[src/rtl/regfile_pkg.sv]
// Shared defines for the general-purpose register file: word/address types,
// register count, the zero word and enable levels.
package regfile_pkg;

   localparam int REG_BUS_W    = 32;
   localparam int REG_NUM      = 32;
   localparam int REG_NUM_LOG2 = 5;

   typedef logic [REG_BUS_W-1:0]    reg_bus_t;
   typedef logic [REG_NUM_LOG2-1:0] reg_addr_t;

   localparam reg_addr_t NOP_REG_ADDR = '0;
   localparam reg_bus_t  ZERO_WORD    = '0;
   localparam logic      ENABLE       = 1'b1;
   localparam logic      DISABLE      = 1'b0;

   function automatic logic is_nop_addr(input reg_addr_t addr);
      return (addr == NOP_REG_ADDR);
   endfunction

endpackage

[src/rtl/regfile_if.sv]
// Write-back and decode-read signal bundle of the register file.
// The master is the pipeline side; the slave is the register file.
interface regfile_if;
   import regfile_pkg::*;

   logic      wreg_i;
   reg_addr_t rw_i;
   reg_bus_t  wdata_i;
   logic      re1_i;
   reg_addr_t raddr1_i;
   reg_bus_t  rdata1_o;
   logic      re2_i;
   reg_addr_t raddr2_i;
   reg_bus_t  rdata2_o;

   modport master (
      output wreg_i, rw_i, wdata_i,
      output re1_i, raddr1_i, re2_i, raddr2_i,
      input  rdata1_o, rdata2_o
   );

   modport slave (
      input  wreg_i, rw_i, wdata_i,
      input  re1_i, raddr1_i, re2_i, raddr2_i,
      output rdata1_o, rdata2_o
   );

endinterface

[src/rtl/regfile_rd_port.sv]
// One combinational read port: reset/enable/r0 gating, optional write-to-read
// bypass (REGFILE_BYPASS_EN), else the stored word.
module regfile_rd_port
   import regfile_pkg::*;
(
   input  logic      rst,
   input  logic      re,
   input  reg_addr_t raddr,
   input  reg_bus_t  word,
   input  logic      wreg,
   input  reg_addr_t rw,
   input  reg_bus_t  wdata,
   output reg_bus_t  rdata
);

`ifndef REGFILE_BYPASS_EN
   // Write-port inputs only feed the bypass; keep them visibly consumed.
   logic unused_wr;
   assign unused_wr = ^{wreg, rw, wdata};
`endif

   always_comb begin
      rdata = ZERO_WORD;
      if (rst == ENABLE || re == DISABLE || is_nop_addr(raddr)) begin
         rdata = ZERO_WORD;
      end
`ifdef REGFILE_BYPASS_EN
      else if (wreg == ENABLE && rw == raddr) begin
         rdata = wdata;
      end
`endif
      else begin
         rdata = word;
      end
   end

endmodule

[src/rtl/regfile.sv]
// 32x32 register file with one write port and two read ports; r0 is hardwired
// to zero. Same-cycle write-to-read bypass is built when REGFILE_BYPASS_EN is defined.
module regfile
   import regfile_pkg::*;
(
   input  logic      clk,
   input  logic      rst,
   regfile_if.slave  bus
);

   reg_bus_t regs [REG_NUM];
   reg_bus_t word1;
   reg_bus_t word2;

   // Reset wins over any write presented in the same cycle.
   always_ff @(posedge clk) begin
      if (rst == ENABLE) begin
         for (int i = 0; i < REG_NUM; i++) begin
            regs[i] <= ZERO_WORD;
         end
      end else if (bus.wreg_i == ENABLE && !is_nop_addr(bus.rw_i)) begin
         regs[bus.rw_i] <= bus.wdata_i;
      end
   end

   assign word1 = regs[bus.raddr1_i];
   assign word2 = regs[bus.raddr2_i];

   regfile_rd_port u_rd1 (
      .rst   (rst),
      .re    (bus.re1_i),
      .raddr (bus.raddr1_i),
      .word  (word1),
      .wreg  (bus.wreg_i),
      .rw    (bus.rw_i),
      .wdata (bus.wdata_i),
      .rdata (bus.rdata1_o)
   );

   regfile_rd_port u_rd2 (
      .rst   (rst),
      .re    (bus.re2_i),
      .raddr (bus.raddr2_i),
      .word  (word2),
      .wreg  (bus.wreg_i),
      .rw    (bus.rw_i),
      .wdata (bus.wdata_i),
      .rdata (bus.rdata2_o)
   );

endmodule

[src/flat_wrapper.sv]
// flat-port wrapper written by rule: the top's interface ports become plain ports
module regfile_flat import regfile_pkg::*;
  (clk, rst, bus_wreg_i, bus_rw_i, bus_wdata_i, bus_re1_i, bus_raddr1_i, bus_re2_i, bus_raddr2_i, bus_rdata1_o, bus_rdata2_o);
  regfile_if bus_i ();
  input  logic clk;
  input  logic rst;
  input wire logic [$bits(bus_i.wreg_i)-1:0] bus_wreg_i;
  input wire logic [$bits(bus_i.rw_i)-1:0] bus_rw_i;
  input wire logic [$bits(bus_i.wdata_i)-1:0] bus_wdata_i;
  input wire logic [$bits(bus_i.re1_i)-1:0] bus_re1_i;
  input wire logic [$bits(bus_i.raddr1_i)-1:0] bus_raddr1_i;
  input wire logic [$bits(bus_i.re2_i)-1:0] bus_re2_i;
  input wire logic [$bits(bus_i.raddr2_i)-1:0] bus_raddr2_i;
  output wire logic [$bits(bus_i.rdata1_o)-1:0] bus_rdata1_o;
  output wire logic [$bits(bus_i.rdata2_o)-1:0] bus_rdata2_o;
  assign bus_i.wreg_i = bus_wreg_i;
  assign bus_i.rw_i = bus_rw_i;
  assign bus_i.wdata_i = bus_wdata_i;
  assign bus_i.re1_i = bus_re1_i;
  assign bus_i.raddr1_i = bus_raddr1_i;
  assign bus_i.re2_i = bus_re2_i;
  assign bus_i.raddr2_i = bus_raddr2_i;
  assign bus_rdata1_o = bus_i.rdata1_o;
  assign bus_rdata2_o = bus_i.rdata2_o;
  regfile u_core (.clk(clk), .rst(rst), .bus(bus_i));
endmodule
[config.mk]
export PLATFORM = sky130hd
export DESIGN_NAME = regfile_flat
export DESIGN_NICKNAME = d
export VERILOG_FILES = /design/src/rtl/regfile_pkg.sv /design/src/rtl/regfile_if.sv /design/src/rtl/regfile_rd_port.sv /design/src/rtl/regfile.sv /design/src/flat_wrapper.sv
export SDC_FILE = /design/constraint.sdc
export NUM_CORES = 2
export LEC_CHECK = 0
export BUFFER_PORTS_ARGS = -buffer_cell sky130_fd_sc_hd__buf_2
export CORE_UTILIZATION = 60
export DETAILED_ROUTE_END_ITERATION = 8
export PLACE_DENSITY = 0.77
export RECOVER_POWER = 50
export SKIP_CTS_REPAIR_TIMING = 1
export SYNTH_ARGS = -nofsm -noshare
export SYNTH_HDL_FRONTEND = slang
export SYNTH_HIERARCHICAL = 1
export SYNTH_SLANG_ARGS = --single-unit
[constraint.sdc]
create_clock -name clk -period 2.2 [get_ports clk]
set_input_delay 0.11 -clock clk [delete_from_list [all_inputs] [get_ports clk]]
set_output_delay 0.11 -clock clk [all_outputs]
set_load 0.02 [all_outputs]
# [Word level (Yosys, flattened, before mapping)]
# Memory sizes are Yosys's and may differ from the RTL's.
# Cells that the tools add are included.
[totals] register_bits=0 latch_bits=0 mem_bits_rw=1024 mem_bits_ro=0 output_inout_bits=64 word_cells=23 memories=1
[op_classes] add_sub_neg=0 n_mul=0 div_mod_pow=0 n_lt_le_gt_ge=0 n_eq_ne=0 n_shift=0 n_mux=10 bitwise=2 reduce_logical=10
[mem_list] memory="u_core.regs" depth=32 width=32 rd=2 rd_ports_with_merged_regs=0 write_ports=32 line="regfile.sv:11" source="reg_bus_t regs [REG_NUM];"
[ops] op="two-way mux 32 bit" count=3
[ops] op="OR reduction 32 bit" count=1
[ops] op="zero test 5 bit" count=3
[ops] op="two-way mux 1 bit" count=6
[ops] op="two-way mux 5 bit" count=1
[ops] op="logical OR 1 bit" count=4
[ops] op="inverter 1 bit" count=2
[ops] op="logical AND 1 bit" count=1
[ops] op="zero test 1 bit" count=1

# [Longest topological paths before layout]
[logic_depth] ltp_word=8 ltp_mapped=10 mapped_depth_nobuf=7

# [By module]
# Netlist, hierarchy kept.
[by_module_without_submodules] module="regfile" n_inst=1 cells_each=4605 area_each_um2=55923.6 seq_area_each_um2=30749.5
[by_module_without_submodules] module="regfile_rd_port" n_inst=2 cells_each=78 area_each_um2=504.2 seq_area_each_um2=0.0

# [Least setup slack after synthesis]
# No wires, ideal clock.
[synth_timing] path_kind="input port to flip-flop" startpoint="input port rst" endpoint="memory u_core/regs[12][0] (netlist name), enable pin" t_arrival_ps=1365 required_ps=1825 setup_slack_ps=461 cell_stages=5 n_path_buf=1 path_cell_list="nand2b_1 or3_1 buf_4 nor2_4 or2_2"
[synth_rtl] element="start: declaration" line="flat_wrapper.sv:6" source="input logic rst;"
[synth_rtl] element="end: declaration" line="regfile.sv:11"

==> results summary <==
The flow ran to the end, but the final reports show violations. The checks that failed: negative setup slack. The number of global-route vias before repair came out at 41900. The signal arrival time at the worst endpoint is 2380 ps. The kind of end point of the critical path is an output port. The gate count after technology mapping came out at 4761. After clock tree synthesis, the clock-pin slew on the worst setup and hold paths is 60 ps. The relative max-transition margin is 0.0500. The number of antenna violations at the first check in global routing is 16. The total number of vias is between 40000 and 50000.

The worst setup path is launched from a register. The multi-input gate area in the final layout is 24500 um2. The final hold slack is 9.43 ps.

The maximum level of the CTS H-tree came out at 3. The signed area change from the synthesized netlist to the final layout is 14.3%. The Yosys step of the flow raised 6 warnings. The largest fanout of any net on the critical path is 2.

Registers take 30700 um2. The die boundary width is 310 um. After the first detailed-routing iteration, the DRC count stood at 6752. The setup slack after placement is -50.5 ps. The count of input and output buffers is 115.

The final worst setup slack is -286 ps. The number of maximum-capacitance violations is 0. The aggregate routed wire length came out at 201 mm. The buffer depth of the longest clock path is 3. The measured slew at the worst slew-check pin is between 1000 and 1500 ps.

Counting flops and latches in the post-synthesis netlist gives 1024. The critical path starts at u_core/regs[2][5]. The largest registers in the layout are u_core/regs x1024.

Across every metal layer, demand over resource in global routing totals 0.412. The total power divided by cell area came out at 744 nW/um2. Setup total negative slack on the finished layout was measured at -19490 ps.

The cell area after placement came out at about 61000 um2. The final period demand of the worst path came out at between 2000 and 2500 ps. The antenna violation net count after detailed routing came out at 0.

For this run the aggregate overflow at the end of global routing stands at 0. The floorplan step defined a die boundary enclosing 96100 um2. The via count normalized by instance count came out at approximately 6.9. The final routed DRC violation total is 0. The final setup violation count is 253.

The half-perimeter wire length after placement is 118 mm. The number of hold violations in the final report is 0. 116 I/O pins were placed. The number of clock sinks came out at 1024.

The register with the most flip-flops in the final layout is u_core/regs. The area of the mapped netlist is 56900 um2. The maximum clock rate came out at 402 MHz. In the final layout, the share of cells above drive strength 1 is 0.154.

The peak supply drop is 0.000617 V. The net total in the final layout is 4945. The required arrival time at the worst endpoint came out at about 2100 ps. Routability-driven placement finished with a final weighted congestion of slightly above 0.9. The number of clock buffers inserted by TritonCTS came out at 107.

The core footprint came out at between 90000 and 100000 um2. The pin count of the biggest net entering global routing came out at 76. The most critical setup path has its endpoint at bus_rdata2_o[5].

The initial utilization of the core area, before any placement, comes to 0.608. The filler cells instantiated in the layout total 6524. The die height came out at 310 um. Of the available clock period, the critical path in the final layout requires 1.13.

The final-report max-slew violation count came out at 0. The cell row count came out at roughly 110. The share of synthesized area occupied by flip-flops and latches came out at 0.540.

Once placement completed, the tool counted placed cells totaling between 6000 and 7000. Setup repair after global routing could not meet its margin everywhere. The critical path is of the reg -> out type. In this run the clock root is driven by a clkbuf_16. The number of search-and-repair iterations in the first detailed-routing pass is 6. Leaving out filler cells and counting taps, the final layout contains 6245. The wire length of the first global-routing pass is 282 mm. The min-delay analysis places its worst path in the category in -> reg.

The post-layout instance area came out at ~65000 um2. TritonCTS built the clock tree. The number of flip-flops under the largest register name came out at 1024. The final core utilization came out at 0.695. The synthesized area per cell came out at around 12 um2. The static leakage is ~26 nW. The routed wirelength normalized by instance count is 32.2 um. The overall power of the completed layout came out at 48.4 mW. The number of different library cells used by synthesis comes to 32.
-- placed cells by master, fill, tap and decap left out, types with 22 or more instances in the layout --
cell / Yosys / routed
mux2i_1: 1024 / 1023
clkinv_2: 0 / 22
nand3b_1: 67 / 68
buf_4: 73 / 189
nand3_1: 193 / 179
and2_1: 994 / 784
a31oi_1: 64 / 49
a22o_1: 128 / 128
nor3_2: 0 / 35
edfxtp_1: 1024 / 1024
and2_0: 0 / 208
buf_12: 0 / 110
clkbuf_1: 235 / 29
nor3_1: 64 / 26
clkinv_1: 0 / 23
or2_2: 33 / 31
a22oi_1: 192 / 192
buf_2: 114 / 65
nand2_1: 196 / 194
conb_1: 1 / 32
a21oi_1: 252 / 229
clkbuf_2: 7 / 45
a21oi_2: 4 / 27
clkbuf_16: 0 / 110
-- worst min-delay path by stage --
| stage | start | end | slack (ps) | depth (start not counted) |
|---|---|---|---|---|
| CTS | bus_wdata_i[19] | u_core/regs[8][19] | -20 | 2 |
| detailed placement | bus_wdata_i[19] | u_core/regs[5][19] | 700 | 2 |
| floorplan | bus_wdata_i[31] | u_core/regs[1][31] | 310 | 1 |
| global route | bus_wdata_i[18] | u_core/regs[13][18] | 50 | 2 |
| global placement | bus_wdata_i[19] | u_core/regs[4][19] | 680 | 2 |
| finish | bus_wdata_i[18] | u_core/regs[29][18] | 9 | 2 |
-- cells by family (layout without fill, tap and decap cells) --
kind of cell,count (synthesis),count (layout),synth area share
buffers and inverters,472,662,0.0412
other,1,41,0.0000659
AO/OA/AOI/OAI,640,640,0.0748
AND/OR/NAND/NOR,1600,1600,0.164
flip-flops,1024,1024,0.540
multiplexers,1024,1024,0.180
-- critical path: stages, from the launching register on --
cell      delay, ps
edfxtp_1        380
mux2i_1         100
a22o_1          240
nor3_1          310
a31oi_1         130
nand3_1         140
nand3b_1        100
a21oi_2         120
buf_2           180
-- where the power goes --
part           total, mW  switching, mW  internal, mW
logic               6.35           4.01          2.34
clock network       18.9           7.82          11.1
registers           23.2          0.603          22.6
total               48.4           12.4          36.0
-- synth_stat cells (all sizes together) --
master  number  area [um2]
nor3        64         320
nor2        35         206
clkbuf     249         970
conb         1        3.75
or3          2        12.5
edfxtp    1024       30700
nand3b      68         523
or2         33         206
inv          2        7.51
nand3      194         976
nor2b        5        31.3
a22o       128        1120
a31oi       64         400
nand2      196         736
buf        221        1370
or3b         2        22.5
a22oi      192        1440
nand2b       5        31.3
a21oi      256        1300
and2       994        6220
mux2i     1024       10200
nor4         2        42.5
-- layout make-up --
cell class,count,share of cell area
well taps,1254,0.0241
diodes,9,0.000346
flip-flops and latches,1024,0.473
repair buffers,462,0.0707
clock buffers,123,0.0431
multi-input cells,3296,0.376
clock inverters,75,0.0126
inverters,2,0.000115
-- routing by layer --
layer	vias up	wire, um	global-route usage	part of all wire
li1	17700	-	-	-
met1	21100	72300	0.556	0.36
met2	3740	85600	0.599	0.43
met3	809	30000	0.110	0.15
met4	0	13100	0.242	0.065
met5	-	0	0	0
No activity file was read; power rests on OpenSTA's default activity.
